===== src/rtl/event_capture_bank.sv =====
// Multi-channel sticky event capture: per-channel flags, saturating counters, first-event record, masked irq.
// Flags/counts update one cycle after a hit, irq one cycle later; no backpressure. `EVCAP_TIMESTAMP_EN adds ts_out.
module event_capture_bank #(
   parameter int NUM_CH = 4,
   parameter int CNT_W  = 8,
   parameter int IDX_W  = (NUM_CH > 1) ? $clog2(NUM_CH) : 1
`ifdef EVCAP_TIMESTAMP_EN
   ,
   parameter int TS_W   = 32
`endif
) (
   input  logic                    clk,
   input  logic                    resetn,
   input  logic [NUM_CH-1:0]       ev_in,
   input  logic [NUM_CH-1:0]       edge_mode,
   input  logic                    enable,
   input  logic [NUM_CH-1:0]       irq_mask,
   input  logic [NUM_CH-1:0]       clr,
   input  logic                    clr_all,
   output logic [NUM_CH-1:0]       flag,
   output logic [NUM_CH*CNT_W-1:0] count,
   output logic                    first_valid,
   output logic [IDX_W-1:0]        first_ch,
   output logic                    irq
`ifdef EVCAP_TIMESTAMP_EN
   ,
   output logic [NUM_CH*TS_W-1:0]  ts_out
`endif
);

   typedef enum logic {IDLE = 1'b0, CAPTURED = 1'b1} state_t;

   state_t            ch_state [NUM_CH];
   logic [CNT_W-1:0]  cnt_q    [NUM_CH];
   logic [NUM_CH-1:0] prev;
   logic [NUM_CH-1:0] hit;
   logic [NUM_CH-1:0] clr_any;
   logic [IDX_W-1:0]  low_idx;

   // prev tracks ev_in unconditionally so a mode switch never sees stale history
   assign hit     = {NUM_CH{enable}} & ((edge_mode & ev_in & ~prev) | (~edge_mode & ev_in));
   assign clr_any = clr | {NUM_CH{clr_all}};

   always_comb begin
      low_idx = '0;
      for (int i = NUM_CH - 1; i >= 0; i--) begin
         if (hit[i]) low_idx = IDX_W'(i);
      end
   end

   always_ff @(posedge clk) begin
      if (!resetn) begin
         prev        <= '0;
         first_valid <= 1'b0;
         first_ch    <= '0;
         irq         <= 1'b0;
         for (int i = 0; i < NUM_CH; i++) begin
            ch_state[i] <= IDLE;
            cnt_q[i]    <= '0;
         end
      end else begin
         prev <= ev_in;
         irq  <= |(flag & irq_mask);
         for (int i = 0; i < NUM_CH; i++) begin
            if (hit[i]) begin
               // a hit colliding with a clear opens the new epoch at count 1
               ch_state[i] <= CAPTURED;
               if (clr_any[i])
                  cnt_q[i] <= CNT_W'(1);
               else if (cnt_q[i] != {CNT_W{1'b1}})
                  cnt_q[i] <= cnt_q[i] + CNT_W'(1);
            end else if (clr_any[i]) begin
               ch_state[i] <= IDLE;
               cnt_q[i]    <= '0;
            end
         end
         if (!first_valid || clr_all) begin
            if (|hit) begin
               first_valid <= 1'b1;
               first_ch    <= low_idx;
            end else if (clr_all) begin
               first_valid <= 1'b0;
               first_ch    <= '0;
            end
         end
      end
   end

   for (genvar g = 0; g < NUM_CH; g++) begin : g_out
      assign flag[g]                 = (ch_state[g] == CAPTURED);
      assign count[g*CNT_W +: CNT_W] = cnt_q[g];
   end

`ifdef EVCAP_TIMESTAMP_EN
   logic [TS_W-1:0] ts_timer;
   logic [TS_W-1:0] ts_q [NUM_CH];

   // capture on IDLE->CAPTURED, which includes a hit that coincides with a clear
   always_ff @(posedge clk) begin
      if (!resetn) begin
         ts_timer <= '0;
         for (int i = 0; i < NUM_CH; i++) ts_q[i] <= '0;
      end else begin
         ts_timer <= ts_timer + TS_W'(1);
         for (int i = 0; i < NUM_CH; i++) begin
            if (hit[i] && (!flag[i] || clr_any[i])) ts_q[i] <= ts_timer;
         end
      end
   end

   for (genvar g = 0; g < NUM_CH; g++) begin : g_ts
      assign ts_out[g*TS_W +: TS_W] = ts_q[g];
   end
`endif

endmodule


===== config.mk =====
export PLATFORM = sky130hd
export DESIGN_NAME = event_capture_bank
export DESIGN_NICKNAME = d
export VERILOG_FILES = /design/src/rtl/event_capture_bank.sv
export SDC_FILE = /design/constraint.sdc
export NUM_CORES = 1
export LEC_CHECK = 0
export BUFFER_PORTS_ARGS = -buffer_cell sky130_fd_sc_hd__buf_2
export CAP_MARGIN = 20
export CORE_MARGIN = 2
export CORE_UTILIZATION = 50
export CTS_CLUSTER_SIZE = 28
export DETAILED_ROUTE_END_ITERATION = 8
export PLACE_DENSITY_LB_ADDON = 0.08
export SLEW_MARGIN = 40
export SYNTH_ARGS = -nofsm -noshare
export SYNTH_HDL_FRONTEND = slang
export SYNTH_SLANG_ARGS = --single-unit

===== constraint.sdc =====
create_clock -name clk -period 3.4 [get_ports clk]
set_clock_uncertainty 0.15 [all_clocks]
set_input_delay 1.02 -clock clk [delete_from_list [all_inputs] [get_ports clk]]
set_output_delay 1.02 -clock clk [all_outputs]
set_load 0.01 [all_outputs]

==> results of run 1 <==
==> cell type report <==
type / count / share of cell area [%]
Clock inverter: 3 / 0.527
Tap cell: 52 / 2.49
Timing Repair Buffer: 59 / 11.3
Clock buffer: 5 / 2.63
Inverter: 7 / 1.01
Sequential cell: 44 / 46.3
Multi-Input combinational cell: 156 / 35.7
==> flip-flops by register name, indices dropped and copies added (netlist names) <==
register / cells
first_valid: 1
irq: 1
prev: 4
first_ch: 2
ch_state: 4
cnt_q: 32
==> worst paths after layout <==
check	from	endpoint	slack (ps)	cells past startpoint
max	clr_all	cnt_q[3][5]$_SDFFCE_PP0P_	950	4
min	ch_state[1]$_DFF_P_	ch_state[1]$_DFF_P_	340	2
max reg2reg	cnt_q[3][0]$_SDFFCE_PP0P_	cnt_q[3][5]$_SDFFCE_PP0P_	1180	5
min reg2reg	ch_state[1]$_DFF_P_	ch_state[1]$_DFF_P_	340	2
==> metrics by stage <==
step	worst slack (ps)	std cells	util (%)
floorplan	965	212	-
finish	948	326	60.9
detailed placement	632	318	58.9
global route	854	326	60.9
global placement	606	318	58.9
CTS	948	326	60.9
==> cells in the final DEF, fill, tap and decap left out, types with 2 or more instances in the layout <==
| cell type | synthesis | routed |
|---|---|---|
| a21oi_1 | 6 | 6 |
| a22oi_1 | 2 | 2 |
| and2_1 | 4 | 4 |
| and3_1 | 2 | 2 |
| and3_2 | 3 | 3 |
| and4_1 | 2 | 2 |
| buf_2 | 0 | 59 |
| clkbuf_8 | 0 | 5 |
| clkinv_2 | 0 | 2 |
| dfxtp_1 | 11 | 11 |
| edfxtp_1 | 33 | 33 |
| ha_1 | 4 | 4 |
| inv_1 | 7 | 7 |
| nand2_1 | 22 | 22 |
| nand2b_1 | 2 | 2 |
| nand3_1 | 15 | 15 |
| nand3b_1 | 2 | 2 |
| nand4_1 | 2 | 2 |
| nor2_1 | 31 | 31 |
| nor2_2 | 6 | 6 |
| nor2b_1 | 3 | 3 |
| nor3_1 | 7 | 7 |
| o21ai_0 | 6 | 3 |
| o21ai_1 | 0 | 3 |
| xnor2_1 | 14 | 14 |
| xor2_1 | 10 | 10 |
==> synth_stat cells (2+ instances only) <==
library cell / count
a21oi_1: 6
a22oi_1: 2
and2_1: 4
and3_1: 2
and3_2: 3
and4_1: 2
buf_4: 4
dfxtp_1: 11
edfxtp_1: 33
ha_1: 4
inv_1: 7
nand2_1: 22
nand2b_1: 2
nand3_1: 15
nand3b_1: 2
nand4_1: 2
nor2_1: 31
nor2_2: 6
nor2b_1: 3
nor3_1: 7
o21ai_0: 6
xnor2_1: 14
xor2_1: 10
==> power groups by stage <==
stage | logic (mW) | registers [mW] | clock network [mW]
global placement | 0.104 | 0.635 | 0
CTS | 0.105 | 0.623 | 0.321
finish | 0.105 | 0.623 | 0.313
detailed placement | 0.105 | 0.635 | 0
global route | 0.117 | 0.627 | 0.344
floorplan | 0.0518 | 0.640 | 0
==> layer usage <==
layer	wire [um]	vias up	track usage, %
li1	-	867	-
met1	2140	787	27.1
met2	1970	47	28.3
met3	241	6	5.34
met4	52	0	5.13
met5	0	-	0
==> cell families (layout without fill, tap and decap cells) <==
family | Yosys count | count (layout)
simple gates | 106 | 106
flops | 44 | 44
xor+xnor | 24 | 24
compound gates | 22 | 22
buf+inv | 12 | 74
fa+ha+maj | 4 | 4
==> critical path, stage by stage <==
cell and delay [ps]:
buf_2 140, or2_2 320, a311o_1 450, nand2_1 330
==> impl_results.md, run 1 <==
* Via density per instance at 5.24
* Tmin final at 2450 ps
* Fmax at 408 MHz
* Hold violation count in the final report at 0
* Unrepaired setup endpoints after global routing: no
* Detail Placement HPWL at 3360 um
* First-pass GRT wire length at 7370 um
* Fillers at 393
* Max-slew violations at 0
* Post-synthesis register bit count at 44
* Slew @ Worst Pin at 708 ps
* Initial antenna violation count at 0
* Worst hold slack at 344 ps
* Status: finished clean
* Ys async rst share at 0%
* Iteration-0 DRC Markers at 144
* Yosys cell types at 37
* Part of the cycle the worst path needs at 72.1%
* Synthesized area at 0.00221 mm2
* Cell Int Power at 0.785 mW
* Syn Nets at 236
* Core area at 0.00429 mm2
* Avg WL per Cell at 13.5 um
* Multiplexer share of the synthesized area at 0%
* Post-Synth Adder-Cell Area at 2.26%
* Reg clk slew, reported paths at 80 ps
* Vert. Die Dim at 70.5 um
* Post-route cell area at 0.00261 mm2
* CTS tree: built
* CP endpoint kind: flip-flop
* Synth-to-layout area growth at 18.2%
* Via count at 1707
* Pre-Repair DR Iteration Count at 4
* Post-synth top area share at 44.8%
* Seq. cell area at 0.00121 mm2
* Dpl cell area at 0.00253 mm2
* Total track usage at 18.9%
* Max_cap viols at 0
* WP data arrival at 2270 ps
* Psw at 0.257 mW
* Total design power at 1.04 mW
* Critical path peak fanout at 8
* Clock Latency Late Sink at 300 ps
* Ranking of synthesized cells by area: edfxtp_1, dfxtp_1, xnor2_1, nor2_1, xor2_1
* Overflow after GRT at 0
* Clock power share at 30.1%
* TritonCTS Buffers at 5
* Setup crit start kind: input pin
* Leakage at 1.07 nW
* Core Rows at 24
* Cells after Synth at 212
* Final wirelength at 4400 um
* Fin nets at 297
* Logic gate share of total power at 10.0%
* Complex-gate fraction of the synthesized area at 6.39%
* Clk sinks at 44
* PwrDens at 398 mW/mm2
* Detail Route Antenna Nets at 0
* CTS HTree Levels at 2
* Initial Util at 51.5%
* Switching share of power at 24.7%
* Post-CTS setup buffer count at 0
* Crit Path Class: in -> reg
* Post-Synth XOR/XNOR Area at 9.50%
* EDFF count, synth at 33
* Setup violations, final at 0
* Cell taking the most area after synthesis: edfxtp_1
* Layout cell share with drive strength beyond 1 at 29.2%
* Synth Area in Simple Gates at 24.0%
* CTS max path bufs at 2
* Sequential area share after synthesis at 54.8%
* Ys Warns at 0
* Worst path required time at 3210 ps
* Post_cts resized at 0
* Boundary pin count at 60
* Pin count of the biggest net entering global routing at 14
* IO buf count at 59
* Setup TNS at 0 ps
* Slew headroom at 52.5%
* Synth Flop Type: edfxtp_1
* DRC errors left at 0
* Worst min path class: reg -> reg
* Vias in the first global route at 1566
* Max IR drop VDD at 0.281 mV
* Footprint of the multi-input gates at 933 um2
* Inserted Diodes at 0
* Placer congestion estimate at 0.770
* Largest family of logic cells by synthesized area: simple AND/OR/NAND/NOR gates
* CTS Hold Bufs at 0
* Syn Area/Cell at 10.4 um2
* Sequential share of power at 59.9%
* Die ar. at 0.00497 mm2
* Die Width at 70.5 um
* Root cell of the clock tree: clkbuf_8
No activity file was read; power rests on OpenSTA's default activity.
==> run 2: changes to the inputs <==
==> constraint.sdc (replaced) <==
create_clock -name clk -period 2.5 [get_ports clk]
set_clock_uncertainty 0.15 [all_clocks]
set_input_delay 0.75 -clock clk [delete_from_list [all_inputs] [get_ports clk]]
set_output_delay 0.75 -clock clk [all_outputs]
set_load 0.01 [all_outputs]
==> impl_results.md, run 2 (synthesis gave the netlist of run 1 again) <==
* Core area at 0.00429 mm2
* Core Rows at 24
* Dpl cell area at 0.00258 mm2
* CTS tree: built
* Hold violation count in the final report at 0
* Worst hold start: ch_state[1]$_DFF_P_
* Post_cts resized at 0
* Most frequent cells in the layout: buf_2, edfxtp_1, nor2_1
* Vert. Die Dim at 70.5 um
* Setup crit start kind: flip-flop
* Boundary pin count at 60
* Max reg flops at 32
* Clock Latency Late Sink at 300 ps
* Setup violations, final at 0
* Initial antenna violation count at 0
* Part of the cycle the worst path needs at 83.3%
* Slew @ Worst Pin at 663 ps
* Die Width at 70.5 um
* Max IR drop VDD at 0.436 mV
* Fin nets at 303
* R2r worst-path depth at 5
* R2r endpoint: cnt_q[3][5]$_SDFFCE_PP0P_
* Worst path required time at 2320 ps
* Status: finished clean
* Via count at 1736
* WP data arrival at 1900 ps
* Die ar. at 0.00497 mm2
* Vias in the first global route at 1707
* CP endpoint kind: flip-flop
* Via density per instance at 5.23
* Detail Route Antenna Nets at 0
* Synth-to-layout area growth at 21.3%
* TritonCTS Buffers at 5
* Most common cell after layout, fill and taps aside: buf_2
* Detail Placement HPWL at 3560 um
* Slew headroom at 55.5%
* Layout cell share with drive strength beyond 1 at 30.4%
* First-pass GRT wire length at 7760 um
* Pin count of the biggest net entering global routing at 14
* Fmax at 480 MHz
* Max_cap viols at 0
* Post-CTS setup buffer count at 0
* Total track usage at 19.8%
* Reg2reg setup slack at 420 ps
* Post-route cell area at 0.00268 mm2
* Unrepaired setup endpoints after global routing: no
* Initial Util at 51.5%
* PwrDens at 569 mW/mm2
* Crit Path Class: reg -> reg
* FF-to-FF Start: cnt_q[3][0]$_SDFFCE_PP0P_
* Post-route setup slack at 417 ps
* Avg WL per Cell at 13.8 um
* Max-slew violations at 0
* Overflow after GRT at 0
* Post-Place Setup Slack at 155 ps
* Root cell of the clock tree: clkbuf_8
* Setup TNS at 0 ps
* Util after Layout at 62.5%
* Hold EP: ch_state[1]$_DFF_P_
* Inserted Diodes at 0
* Reg clk slew, reported paths at 80 ps
* CTS max path bufs at 2
* Leakage at 1.10 nW
* Biggest regs: cnt_q x32, ch_state x4, prev x4
* CTS Hold Bufs at 0
* Iteration-0 DRC Markers at 61
* Hold Path Stages at 2
* DRC errors left at 0
* Final wirelength at 4590 um
* CTS HTree Levels at 2
* Worst min path class: reg -> reg
* Critical path peak fanout at 8
* Clk sinks at 44
* Pre-Repair DR Iteration Count at 4
* IO buf count at 59
* Tmin final at 2080 ps
* Placer congestion estimate at 0.747
* Register name with the most flops: cnt_q
## run 2: changes by cell type in the layout (fill, tap and decap cells not counted)
| cell | delta |
|---|---|
| buf_4 | +6 |
| clkinv_1 | -1 |
| clkinv_2 | -2 |
| o21ai_1 | -2 |
| bufinv_16 | +1 |
| clkbuf_1 | +2 |
| o21ai_0 | +2 |
## run 2: report_power, final
group	switching, mW	leakage, nW	internal, mW
Sequential	0.0309	0.479	0.815
Combinational	0.0839	0.570	0.0672
Clock	0.229	0.0524	0.299
Total	0.344	1.10	1.18
## run 2: area by class of cell
cell class / count / area [um2]
Fill cell: 392 / 1610
Clock inverter: 1 / 30.0
Timing Repair Buffer: 65 / 340
Clock buffer: 7 / 76.3
Sequential cell: 44 / 1210
Inverter: 7 / 26.3
Tap cell: 52 / 65.1
Multi-Input combinational cell: 156 / 933
## run 2: worst max-delay path: stages (launching register included)
cell and delay [ps]:
edfxtp_1 470, ha_1 260, nand3_1 110, nor2_1 80, a311o_1 380, nand2_1 300
## run 2: how the worst max path moves through the flow
stage	start	to	slack, ps
finish	cnt_q[3][0]$_SDFFCE_PP0P_	cnt_q[3][5]$_SDFFCE_PP0P_	420
floorplan	clr_all	cnt_q[3][0]$_SDFFCE_PP0P_	330
CTS	cnt_q[3][0]$_SDFFCE_PP0P_	cnt_q[3][4]$_SDFFCE_PP0P_	410
global placement	edge_mode[2]	cnt_q[2][7]$_SDFFCE_PP0P_	80
global route	cnt_q[3][0]$_SDFFCE_PP0P_	cnt_q[3][1]$_SDFFCE_PP0P_	280
detailed placement	clr_all	cnt_q[3][4]$_SDFFCE_PP0P_	160
## run 2: per-layer routing
layer	vias up	track usage [%]	wire length, um
li1	876	-	-
met1	799	26.1	2150
met2	52	32.3	2120
met3	9	4.91	241
met4	0	6.41	83
met5	-	0	0
## run 2: per-stage QoR
| stage | hold WS (ps) | total power, mW | std cells |
|---|---|---|---|
| 3_5_place_dp | 322 | 1.01 | 324 |
| 4_1_cts | 332 | 1.54 | 332 |
| 5_1_grt | 355 | 1.58 | 332 |
| 6_report | 332 | 1.53 | 332 |
| 2_1_floorplan | 299 | 0.941 | 212 |
| 3_3_place_gp | 327 | 1.01 | 324 |
==> run 3: changes to the inputs <==
==> constraint.sdc (replaced) <==
create_clock -name clk -period 1.95 [get_ports clk]
set_clock_uncertainty 0.15 [all_clocks]
set_input_delay 0.585 -clock clk [delete_from_list [all_inputs] [get_ports clk]]
set_output_delay 0.585 -clock clk [all_outputs]
set_load 0.01 [all_outputs]
==> impl_results.md, run 3 (synthesis gave the netlist of run 1 again) <==
* Initial Util at 51.5%
* Total track usage at 20.0%
* Max_cap viols at 0
* Die ar. at 0.00497 mm2
* Root cell of the clock tree: clkbuf_8
* Fmax at 541 MHz
* Worst min path class: reg -> reg
* Status: finished clean
* Clk sinks at 44
* WP data arrival at 1860 ps
* Setup TNS at 0 ps
* Total design power at 2.06 mW
* Biggest regs: cnt_q x32, ch_state x4, prev x4
* Setup violations, final at 0
* Util after Layout at 67.9%
* Post-route cell area at 0.00291 mm2
* TritonCTS Buffers at 5
* Dpl cell area at 0.00276 mm2
* CTS HTree Levels at 2
* Boundary pin count at 60
* Leakage at 1.23 nW
* R2r endpoint: cnt_q[3][0]$_SDFFCE_PP0P_
* Detail Placement HPWL at 3660 um
* Tmin final at 1850 ps
* DRC errors left at 0
* Placed Cells incl. Taps at 348
* Hold Path Stages at 2
* Synth-to-layout area growth at 31.7%
* Inserted Diodes at 0
* Vias in the first global route at 1698
* First-pass GRT wire length at 7730 um
* Unrepaired setup endpoints after global routing: no
* Fin nets at 327
* Max-slew violations at 0
* Most common cell after layout, fill and taps aside: buf_2
* CTS max path bufs at 2
* Critical path peak fanout at 7
* Pin count of the biggest net entering global routing at 14
* Crit Path Class: reg -> reg
* Fin cells at 356
* Iteration-0 DRC Markers at 96
* Core area at 0.00429 mm2
* PwrDens at 708 mW/mm2
* Hold EP: ch_state[1]$_DFF_P_
* FF-to-FF Start: cnt_q[3][0]$_SDFFCE_PP0P_
* Placer congestion estimate at 0.756
* Fillers at 350
* Slew headroom at 68.8%
* Vert. Die Dim at 70.5 um
* Reg2reg setup slack at 100 ps
* Die Width at 70.5 um
* Part of the cycle the worst path needs at 94.9%
* Post-Place Setup Slack at -140 ps
* Via count at 1828
* CTS tree: built
* Final wirelength at 4690 um
* Reg clk slew, reported paths at 80 ps
* Worst hold start: ch_state[1]$_DFF_P_
* Detail Route Antenna Nets at 0
* CP endpoint kind: flip-flop
* Layout cell share with drive strength beyond 1 at 38.8%
* Worst hold slack at 347 ps
* Most frequent cells in the layout: buf_2, edfxtp_1, nor2_1
* Pre-Repair DR Iteration Count at 4
* Core Rows at 24
* Max IR drop VDD at 0.541 mV
* Avg WL per Cell at 13.2 um
* Hold violation count in the final report at 0
* Clock Latency Late Sink at 300 ps
* Register name with the most flops: cnt_q
* R2r worst-path depth at 6
* Overflow after GRT at 0
* Setup crit start kind: flip-flop
* Slew @ Worst Pin at 465 ps
* Via density per instance at 5.13
* Post-CTS setup buffer count at 0
* IO buf count at 59
* Initial antenna violation count at 0
* Max reg flops at 32
* Worst path required time at 1960 ps
* Post-route setup slack at 100 ps
run 3: critical path: stages, from the launching register on:
cell and delay (ps):
edfxtp_1 430, ha_2 220, nand3_1 100, nor2_1 80, a311o_1 410, buf_4 190
o2bb2ai_1 130
run 3: timing repair:
action	CTS	global route
resized for setup	0	7
endpoints found under the setup margin	0	33
hold buffers	0	0
run 3: final cells by class:
type,instances,area [um2],share of cell area (%)
flip-flops and latches,44,1210,41.6
multi-input cells,156,965,33.1
repair buffers,89,520,17.9
clock buffers,7,96.3,3.31
well taps,52,65.1,2.23
clock inverters,1,30.0,1.03
inverters,7,26.3,0.902
run 3: power breakdown:
group          leakage, nW  internal, mW  switching (mW)
Sequential           0.479          1.04          0.0339
Combinational        0.691         0.109           0.119
Clock               0.0645         0.452           0.305
Total                 1.23          1.61           0.458
run 3: layer usage:
metal | GRT usage [%] | wire [um] | vias up
li1 | - | - | 928
met1 | 27.0 | 2140 | 845
met2 | 32.6 | 2200 | 50
met3 | 4.47 | 282 | 5
met4 | 5.77 | 62 | 0
met5 | 0 | 0 | -
run 3: how the worst max path moves through the flow:
stage,slack [ps],end,depth (start not counted),startpoint
floorplan,7,cnt_q[3][0]$_SDFFCE_PP0P_,5,cnt_q[3][0]$_SDFFCE_PP0P_
global placement,-80,cnt_q[0][5]$_SDFFCE_PP0P_,4,enable
detailed placement,-140,cnt_q[0][4]$_SDFFCE_PP0P_,4,enable
CTS,1,cnt_q[0][4]$_SDFFCE_PP0P_,4,cnt_q[0][0]$_SDFFCE_PP0P_
global route,0.4,cnt_q[1][3]$_SDFFCE_PP0P_,6,cnt_q[1][1]$_SDFFCE_PP0P_
finish,100,cnt_q[3][0]$_SDFFCE_PP0P_,6,cnt_q[3][0]$_SDFFCE_PP0P_
